===== src/rtl/dmem_pkg.sv =====
// rtl/dmem_pkg.sv - shared types and the misalign rule for the sized data memory
package dmem_pkg;

    typedef enum logic [1:0] {
        SZ_B   = 2'b00,
        SZ_H   = 2'b01,
        SZ_W   = 2'b10,
        SZ_RSV = 2'b11
    } mem_size_t;

    typedef enum logic {
        ST_INIT  = 1'b0,
        ST_READY = 1'b1
    } dmem_state_t;

    // Only asserted when an access is actually requested; the reserved size is always illegal.
    function automatic logic is_misaligned(
        input logic      we,
        input logic      re,
        input mem_size_t sz,
        input logic [1:0] a_lo
    );
        logic bad;
        case (sz)
            SZ_H:    bad = a_lo[0];
            SZ_W:    bad = (a_lo != 2'b00);
            SZ_RSV:  bad = 1'b1;
            default: bad = 1'b0;
        endcase
        return (we | re) & bad;
    endfunction

endpackage


===== src/rtl/dmem_lane_align.sv =====
// rtl/dmem_lane_align.sv - byte-lane strobe, store replication and load extraction/extension
module dmem_lane_align
    import dmem_pkg::*;
(
    input  logic [1:0]  size_i,
    input  logic [1:0]  addr_lo_i,
    input  logic        uns_i,
    input  logic [31:0] wd_i,
    input  logic [31:0] raw_i,
    output logic [3:0]  strb_o,
    output logic [31:0] wdata_o,
    output logic [31:0] rdata_o
);

    mem_size_t   sz;
    logic [31:0] shifted;
    logic [7:0]  byte_sel;
    logic [15:0] half_sel;

    assign sz       = mem_size_t'(size_i);
    assign shifted  = raw_i >> {addr_lo_i, 3'b000};
    assign byte_sel = shifted[7:0];
    assign half_sel = addr_lo_i[1] ? raw_i[31:16] : raw_i[15:0];

    // Store data is replicated across lanes so the strobe alone selects what lands.
    always_comb begin
        strb_o  = 4'b0000;
        wdata_o = wd_i;
        rdata_o = 32'h0;
        case (sz)
            SZ_B: begin
                strb_o  = 4'b0001 << addr_lo_i;
                wdata_o = {4{wd_i[7:0]}};
                rdata_o = {{24{~uns_i & byte_sel[7]}}, byte_sel};
            end
            SZ_H: begin
                strb_o  = addr_lo_i[1] ? 4'b1100 : 4'b0011;
                wdata_o = {2{wd_i[15:0]}};
                rdata_o = {{16{~uns_i & half_sel[15]}}, half_sel};
            end
            SZ_W: begin
                strb_o  = 4'b1111;
                wdata_o = wd_i;
                rdata_o = raw_i;
            end
            default: begin
                strb_o  = 4'b0000;
                wdata_o = wd_i;
                rdata_o = 32'h0;
            end
        endcase
    end

endmodule


===== src/rtl/data_memory_sized.sv =====
// rtl/data_memory_sized.sv - byte-addressed data memory with sized access and post-reset fill
module data_memory_sized
    import dmem_pkg::*;
#(
    parameter int DEPTH     = 32,
    parameter int ADDR_W    = 32,
    parameter int INIT_MODE = 1
) (
    input  logic              clk,
    input  logic              rst,
    input  logic [ADDR_W-1:0] A,
    input  logic [31:0]       WD,
    input  logic              WE,
    input  logic              RE,
    input  logic [1:0]        size,
    input  logic              uns,
    output logic [31:0]       RD,
    output logic              misalign,
    output logic              ready,
    output logic [31:0]       probe_dm
);

    localparam int IDX_W = $clog2(DEPTH);

    logic [31:0]      mem_q [DEPTH];
    dmem_state_t      state_q;
    logic [IDX_W-1:0] cnt_q;

    logic [IDX_W-1:0] idx;
    logic [31:0]      raw;
    logic             ready_w;
    logic             mis_w;
    logic [3:0]       strb;
    logic [31:0]      wdata;
    logic [31:0]      rdata;

    assign idx     = A[IDX_W+1:2];
    assign raw     = mem_q[idx];
    assign ready_w = (state_q == ST_READY);
    assign mis_w   = is_misaligned(WE, RE, mem_size_t'(size), A[1:0]);

    generate
        if (ADDR_W > IDX_W + 2) begin : g_alias
            logic unused_upper_addr;
            assign unused_upper_addr = ^A[ADDR_W-1:IDX_W+2];
        end
    endgenerate

    dmem_lane_align u_align (
        .size_i    (size),
        .addr_lo_i (A[1:0]),
        .uns_i     (uns),
        .wd_i      (WD),
        .raw_i     (raw),
        .strb_o    (strb),
        .wdata_o   (wdata),
        .rdata_o   (rdata)
    );

    assign ready    = ready_w;
    assign misalign = ready_w & mis_w;
    assign RD       = (ready_w && !mis_w) ? rdata : 32'h0;
    assign probe_dm = ready_w ? raw : 32'h0;

    // Reset never touches the array; the fill sequence owns it until READY.
    always_ff @(posedge clk) begin
        if (rst) begin
            state_q <= ST_INIT;
            cnt_q   <= '0;
        end else begin
            case (state_q)
                ST_INIT: begin
                    mem_q[cnt_q] <= (INIT_MODE != 0) ? 32'(cnt_q) : 32'h0;
                    if (cnt_q == IDX_W'(DEPTH - 1)) begin
                        state_q <= ST_READY;
                    end else begin
                        cnt_q <= cnt_q + IDX_W'(1);
                    end
                end
                ST_READY: begin
                    if (WE && !mis_w) begin
                        for (int b = 0; b < 4; b++) begin
                            if (strb[b]) begin
                                mem_q[idx][b*8 +: 8] <= wdata[b*8 +: 8];
                            end
                        end
                    end
                end
                default: state_q <= ST_INIT;
            endcase
        end
    end

endmodule


===== config.mk =====
export PLATFORM = sky130hd
export DESIGN_NAME = data_memory_sized
export DESIGN_NICKNAME = d
export VERILOG_FILES = /design/src/rtl/dmem_pkg.sv /design/src/rtl/dmem_lane_align.sv /design/src/rtl/data_memory_sized.sv
export SDC_FILE = /design/constraint.sdc
export NUM_CORES = 1
export LEC_CHECK = 0
export CORE_MARGIN = 1.5
export CORE_UTILIZATION = 40
export CTS_CLUSTER_SIZE = 14
export DETAILED_ROUTE_END_ITERATION = 16
export PLACE_DENSITY = 0.64
export SETUP_SLACK_MARGIN = 0.5
export SLEW_MARGIN = 5
export SYNTH_ARGS = -nofsm -noshare
export SYNTH_HDL_FRONTEND = slang
export SYNTH_SLANG_ARGS = --single-unit

===== constraint.sdc =====
create_clock -name clk -period 4.92 [get_ports clk]
set_input_delay 1.476 -clock clk [delete_from_list [all_inputs] [get_ports clk]]
set_output_delay 1.476 -clock clk [all_outputs]
set_load 0.05 [all_outputs]

; ---- Word-level counts from Yosys, hierarchy flattened
; Memories as Yosys holds them, arrays and structs flattened.
; Index checks and enable logic that the tools add are counted.
[op_classes]
n_bitwise = 8
n_lt_le_gt_ge = 0
n_shift = 2
mux = 36
addsub = 1
n_reduce_logical = 7
n_eq_ne = 4
multipliers = 0
n_div = 0
[op_table]
columns = op, count
row1 = 2-to-1 mux 32 bit, 3
row2 = one-hot mux 32 bit (3 select lines), 1
row3 = one-hot mux 32 bit (2 select lines), 1
row4 = OR reduction 32 bit, 1
row5 = >> shifter 32 x 5 -> 8 bit, 1
row6 = 2-to-1 mux 1 bit, 25
row7 = 2-to-1 mux 16 bit, 1
row8 = one-hot mux 4 bit (3 select lines), 1
row9 = 2-to-1 mux 4 bit, 2
row10 = "adder 5 x 1 -> 5 bit, second input constant", 1
row11 = "equality test 5 bit, second input constant", 1
row12 = 2-to-1 mux 5 bit, 1
row13 = AND 1 bit, 4
row14 = "equality test 2 bit, second input constant", 2
row15 = "left shift 1 x 2 -> 4 bit, first input constant", 1
row16 = inverter 1 bit, 3
row17 = one-hot mux 1 bit (3 select lines), 1
row18 = "equality test 2 x 1 -> 1 bit, second input constant", 1
row19 = logical AND 1 bit, 2
row20 = zero test 2 bit, 1
row21 = AND reduction 2 bit, 1
row22 = nonzero test 2 bit, 1
row23 = zero test 1 bit, 1
row24 = bitwise OR 1 bit, 1
[word_totals]
mem_bits_rw = 1024
output_inout_bits = 66
n_memories = 1
reg_bits = 6
wordCells = 61
latchBits = 0
in_bits = 71
mem_bits_ro = 0
[memory_table]
columns = name, depth, word_bits, rd, rd_clocked_by_memory_dff, wr, line_no
row1 = mem_q, 32, 32, 1, 0, 1, data_memory_sized.sv:25  ; logic [31:0] mem_q [DEPTH];

; ---- Depth between registers and ports, before layout
[logic_depth]
word_depth = 11
ltp_mapped = 12
depth_no_buf = 7

; ---- By module
; Synthesis repeated with hierarchy kept, for this count alone.
[unflattened]
cells_unflattened = 2633
area_unflattened_um2 = 42644.6
[by_module_without_submodules]
columns = mod, area_per_inst_um2, seq_area_each_um2, n_inst, cells_per_inst
row1 = data_memory_sized, 41408.5, 30869.6, 1, 2453
row2 = dmem_lane_align, 1236.2, 0.0, 1, 180

; ---- Worst setup path after synthesis
; Ideal clock, no wire load.
[synth_timing]
path_type = input to output
startpoint = input port A[2]
endpoint = output port RD[31]
t_arrival_ns = 4.581
path_stages = 7
path_buffers = 2
slack_ns = -1.137
required_time_ns = 3.444
path_cell_list = buf_2 -> buf_4 -> mux2i_1 -> a22oi_1 -> a21oi_1 -> or4_1 -> o311ai_0
[synth_between]
elab_chain_cells = 5
elab_cells_between_ends = 7
classes_between = shift (1) / mux (3) / bitwise (2) / memory (1)
[synth_lines]
columns = element, line_no
row1 = start: declaration, data_memory_sized.sv:11  ; input logic [ADDR_W-1:0] A,
row2 = memory (32 x 32 bit) (*), -
row3 = >> shifter 32 x 5 -> 8 bit / 2-to-1 mux 16 bit (equally long branches), "dmem_lane_align.sv:21, dmem_lane_align.sv:23"
row4 = "AND 1 bit, on equally long branches", "dmem_lane_align.sv:34, dmem_lane_align.sv:39"
row5 = one-hot mux 32 bit (3 select lines) (*), dmem_lane_align.sv:30  ; case (sz)
row6 = 2-to-1 mux 32 bit (*), data_memory_sized.sv:62  ; assign RD = (ready_w && !mis_w) ? rdata : 32'h0;
row7 = end: declaration, data_memory_sized.sv:17  ; output logic [31:0] RD,
; Mark *: on every way between the ends. The rest lies on a longest branch, timed or not.

; ---- Worst setup path in the final report
[layout_timing]
startpoint = input port A[2]
endpoint = output port RD[21]
; The elaborated chain is that of the path after synthesis.

==> metrics <==
status finished, violations left; failing checks setup timing; FF-to-FF path depth 8; Setup Skew about 0.028 ns; via count approximately 23000; Crit path required time ~3.4 ns; Max Clock Freq about 180 MHz; Static Leak about 0.017 µW; clk sinks a little over 1000; first-pass GRT wire length approximately 160000 µm; YS warnings 0; DR DRC count 0; #FFs+latches synth between 1000 and 1500; Max Buffers Root-to-Sink 3; WP data arrival around 3.9 ns; setup slack after layout -0.487 ns; top post-synthesis cells by area edfxtp_1 74%, mux4_2 14%, mux2i_1 3.4%, nor2_1 1.6%, a22oi_1 1.5%; Worst Hold Class register to register; Power, Total approximately 18000 µW; first drt pass iteration count 5; Setup Viol. Count Final just over 60; Power Internal 14400 µW; Die Y roughly 320 µm; Die Area 106000 µm²; Psw 3830 µW; post-placement cell area about 48000 µm²; Total GRT Usage 21.6%; Initial DRC Count 3088; number of port buffers ~110; Post-synth top cells 1024 x edfxtp_1, 250 x mux4_2, 174 x nor2_1; Critical Setup Path Class input port to output pin; Final nets around 2700; VDD IR max roughly 0.00027 V; Slowest Stage Delay on Critical Path ~0.53 ns; Routed WL roughly 120000 µm; number of global-route vias before repair roughly 23000; Max H-tree Level 3; Min Clock Period, post-route 5.41 ns; max cap viols 0; CTS Buf Count between 100 and 150; GRT Residual Overflow 0; worst-skew pair later-pin latency approximately 0.67 ns; fraction of layout cells with a size suffix above 1 around 41%; CP endpoint kind output pin; post-route cell area roughly 53000 µm²; Yosys top cell by area edfxtp_1; Reg power frac 52.6%; DP HPWL approximately 77000 µm; Via density about 5.7; CP max stage cell o311ai_4; mapped cell area approximately 41000 µm²; clock slew at reported path FFs 0.06 ns; core region area 102000 µm²; Routed WL per cell between 20 and 30 µm; combinational share of power 6.4%; setup tns final -20.00 ns; Hold Buf Count CTS 0; Clock Tree Root clkbuf_16; Clk pwr share 41.0%; max_slew headroom a little over 50%; number of synthesized flops with an enable pin just over 1000; CTS tree done; initial antenna violation count 5; Cell Pwr Density 343 nW/µm²; async set-reset flop share out of synthesis 0%; Worst Path Max Fanout 8; largest net degree at the start of global routing 33; Synth top area share between 70% and 80%; # rows between 100 and 150; sequential area share after synthesis between 70% and 80%; io pins between 100 and 150; Syn Area/Cell approximately 20 µm²; library cells used by synthesis 41; DRT antenna net count 0; ys flop type edfxtp_1; fin crit share 110%; final hold viol count 0; Slew @ Worst Pin 0.735 ns; placer congestion estimate slightly above 0.9; switching part of the total 20.9%; critical path, cell by cell buf_16 -> buf_12 -> buf_12 -> buf_16 -> buf_12 -> mux4_2 -> mux2i_1 -> a22oi_1 -> buf_4 -> o21ai_4 -> buf_12 -> o311ai_4 -> buf_6; Setup crit start kind input port; Area growth, synth to finish 28.4%; Die W 325 µm; Post-Synthesis Cells about 2100; Slew Viols, Final 0; RSZ-0062 raised after global routing true; most frequent cell after synthesis edfxtp_1; Hold Crit Depth 2; starting density of the core ~40%; most frequent cell on the critical path buf_12; Syn Nets 2168
[layout make-up]
cell class | instances | area (µm²)
Antenna cell | 1 | 2.50
Clock buffer | 127 | 2690
Clock inverter | 62 | 518
Fill cell | 7988 | 49100
Inverter | 2 | 7.51
Multi-Input combinational cell | 933 | 11000
Sequential cell | 1030 | 30900
Tap cell | 1368 | 1710
Timing Repair Buffer | 580 | 6430
[cells by family (layout without fill, tap and decap cells)]
family | Yosys count | after routing | share of synthesized area (%)
multiplexers | 390 | 390 | 17.0
buffers and inverters | 132 | 771 | 1.63
other | 0 | 1 | 0
AND/OR/NAND/NOR | 355 | 355 | 3.83
flip-flops | 1030 | 1030 | 74.5
XOR/XNOR | 3 | 3 | 0.0634
AO/OA/AOI/OAI | 183 | 183 | 2.97
adder cells (fa/ha/maj) | 2 | 2 | 0.0604
[flip-flops by register name, indices dropped and copies added, names as in the netlist]
register	cells
cnt_q	5
ready	1
mem_q	1024
[placed cells by master, fill, tap and decap left out, types with 4 or more instances in the layout]
master / Yosys / layout
edfxtp_1: 1024 / 1024
buf_4: 18 / 356
mux4_2: 250 / 250
nor2_1: 174 / 151
mux2i_1: 140 / 127
clkbuf_16: 0 / 110
buf_12: 0 / 90
nand2_1: 59 / 58
a22oi_1: 82 / 53
buf_6: 13 / 50
nand3_1: 51 / 37
clkdlybuf4s50_1: 0 / 37
a22oi_2: 0 / 29
clkinv_1: 0 / 29
and2_4: 0 / 27
a21oi_1: 44 / 24
clkbuf_1: 75 / 23
o21a_4: 0 / 21
buf_16: 0 / 20
nor2_2: 0 / 18
clkinv_2: 0 / 18
a21oi_2: 0 / 14
nand3_4: 0 / 13
mux2i_2: 0 / 12
buf_8: 0 / 12
o21ai_4: 0 / 10
bufinv_16: 0 / 8
nand3b_1: 7 / 7
and2_1: 33 / 6
a21oi_4: 0 / 6
nor2_4: 0 / 5
dfxtp_1: 6 / 5
o21ai_0: 5 / 4
o311ai_4: 0 / 4
o21ai_1: 14 / 4
[critical path: cells and delay by family]
| kind | cells | cell delay, ns |
|---|---|---|
| AOI/OAI and AO/OA | 3 | 0.78 |
| muxes | 2 | 0.44 |
| buffers and inverters | 8 | 1.20 |
[power by group through the flow]
stage | Clock (µW) | Combinational [µW] | Sequential [µW]
floorplan | 0 | 537 | 9790
global placement | 0 | 989 | 9790
detailed placement | 0 | 1000 | 9800
CTS | 7580 | 1120 | 9610
global route | 7900 | 1220 | 9610
finish | 7490 | 1170 | 9610
[metrics by stage]
stage	instances	utilization (%)	worst slack, ns	hold WS, ns
after global routing	4103	52.0	-0.530	0.640
after CTS	4067	51.5	-0.437	0.584
after floorplan	2095	-	-0.250	0.512
after global placement	3837	47.1	-0.700	0.544
final	4103	52.0	-0.487	0.591
after detailed placement	3837	47.1	-0.744	0.570
[repair_timing]
action,in CTS,in global routing
setup buffers,28,28
pin swaps,40,14
cloned,13,7
gates resized for setup,168,29
setup endpoints to repair,65,64
[path summary, 6_finish.rpt]
check,from,end,slack (ns)
setup / recovery,A[2],RD[21],-0.49
hold reg to reg,cnt_q[4],cnt_q[4],0.59
hold / removal,cnt_q[4],cnt_q[4],0.59
setup reg to reg,ready,mem_q[5][6],1.25
[layer usage]
layer  vias up  global-route usage, %  share of wire [%]  wire, µm
met4         0                   5.81                2.6      3000
li1       9726                      -                  -         -
met2      1150                   32.6                 45     52700
met3       160                   4.49                9.7     11200
met1     12227                   31.9                 42     49000
met5         -                      0                  0         0
(Power assumes the default switching activity.)
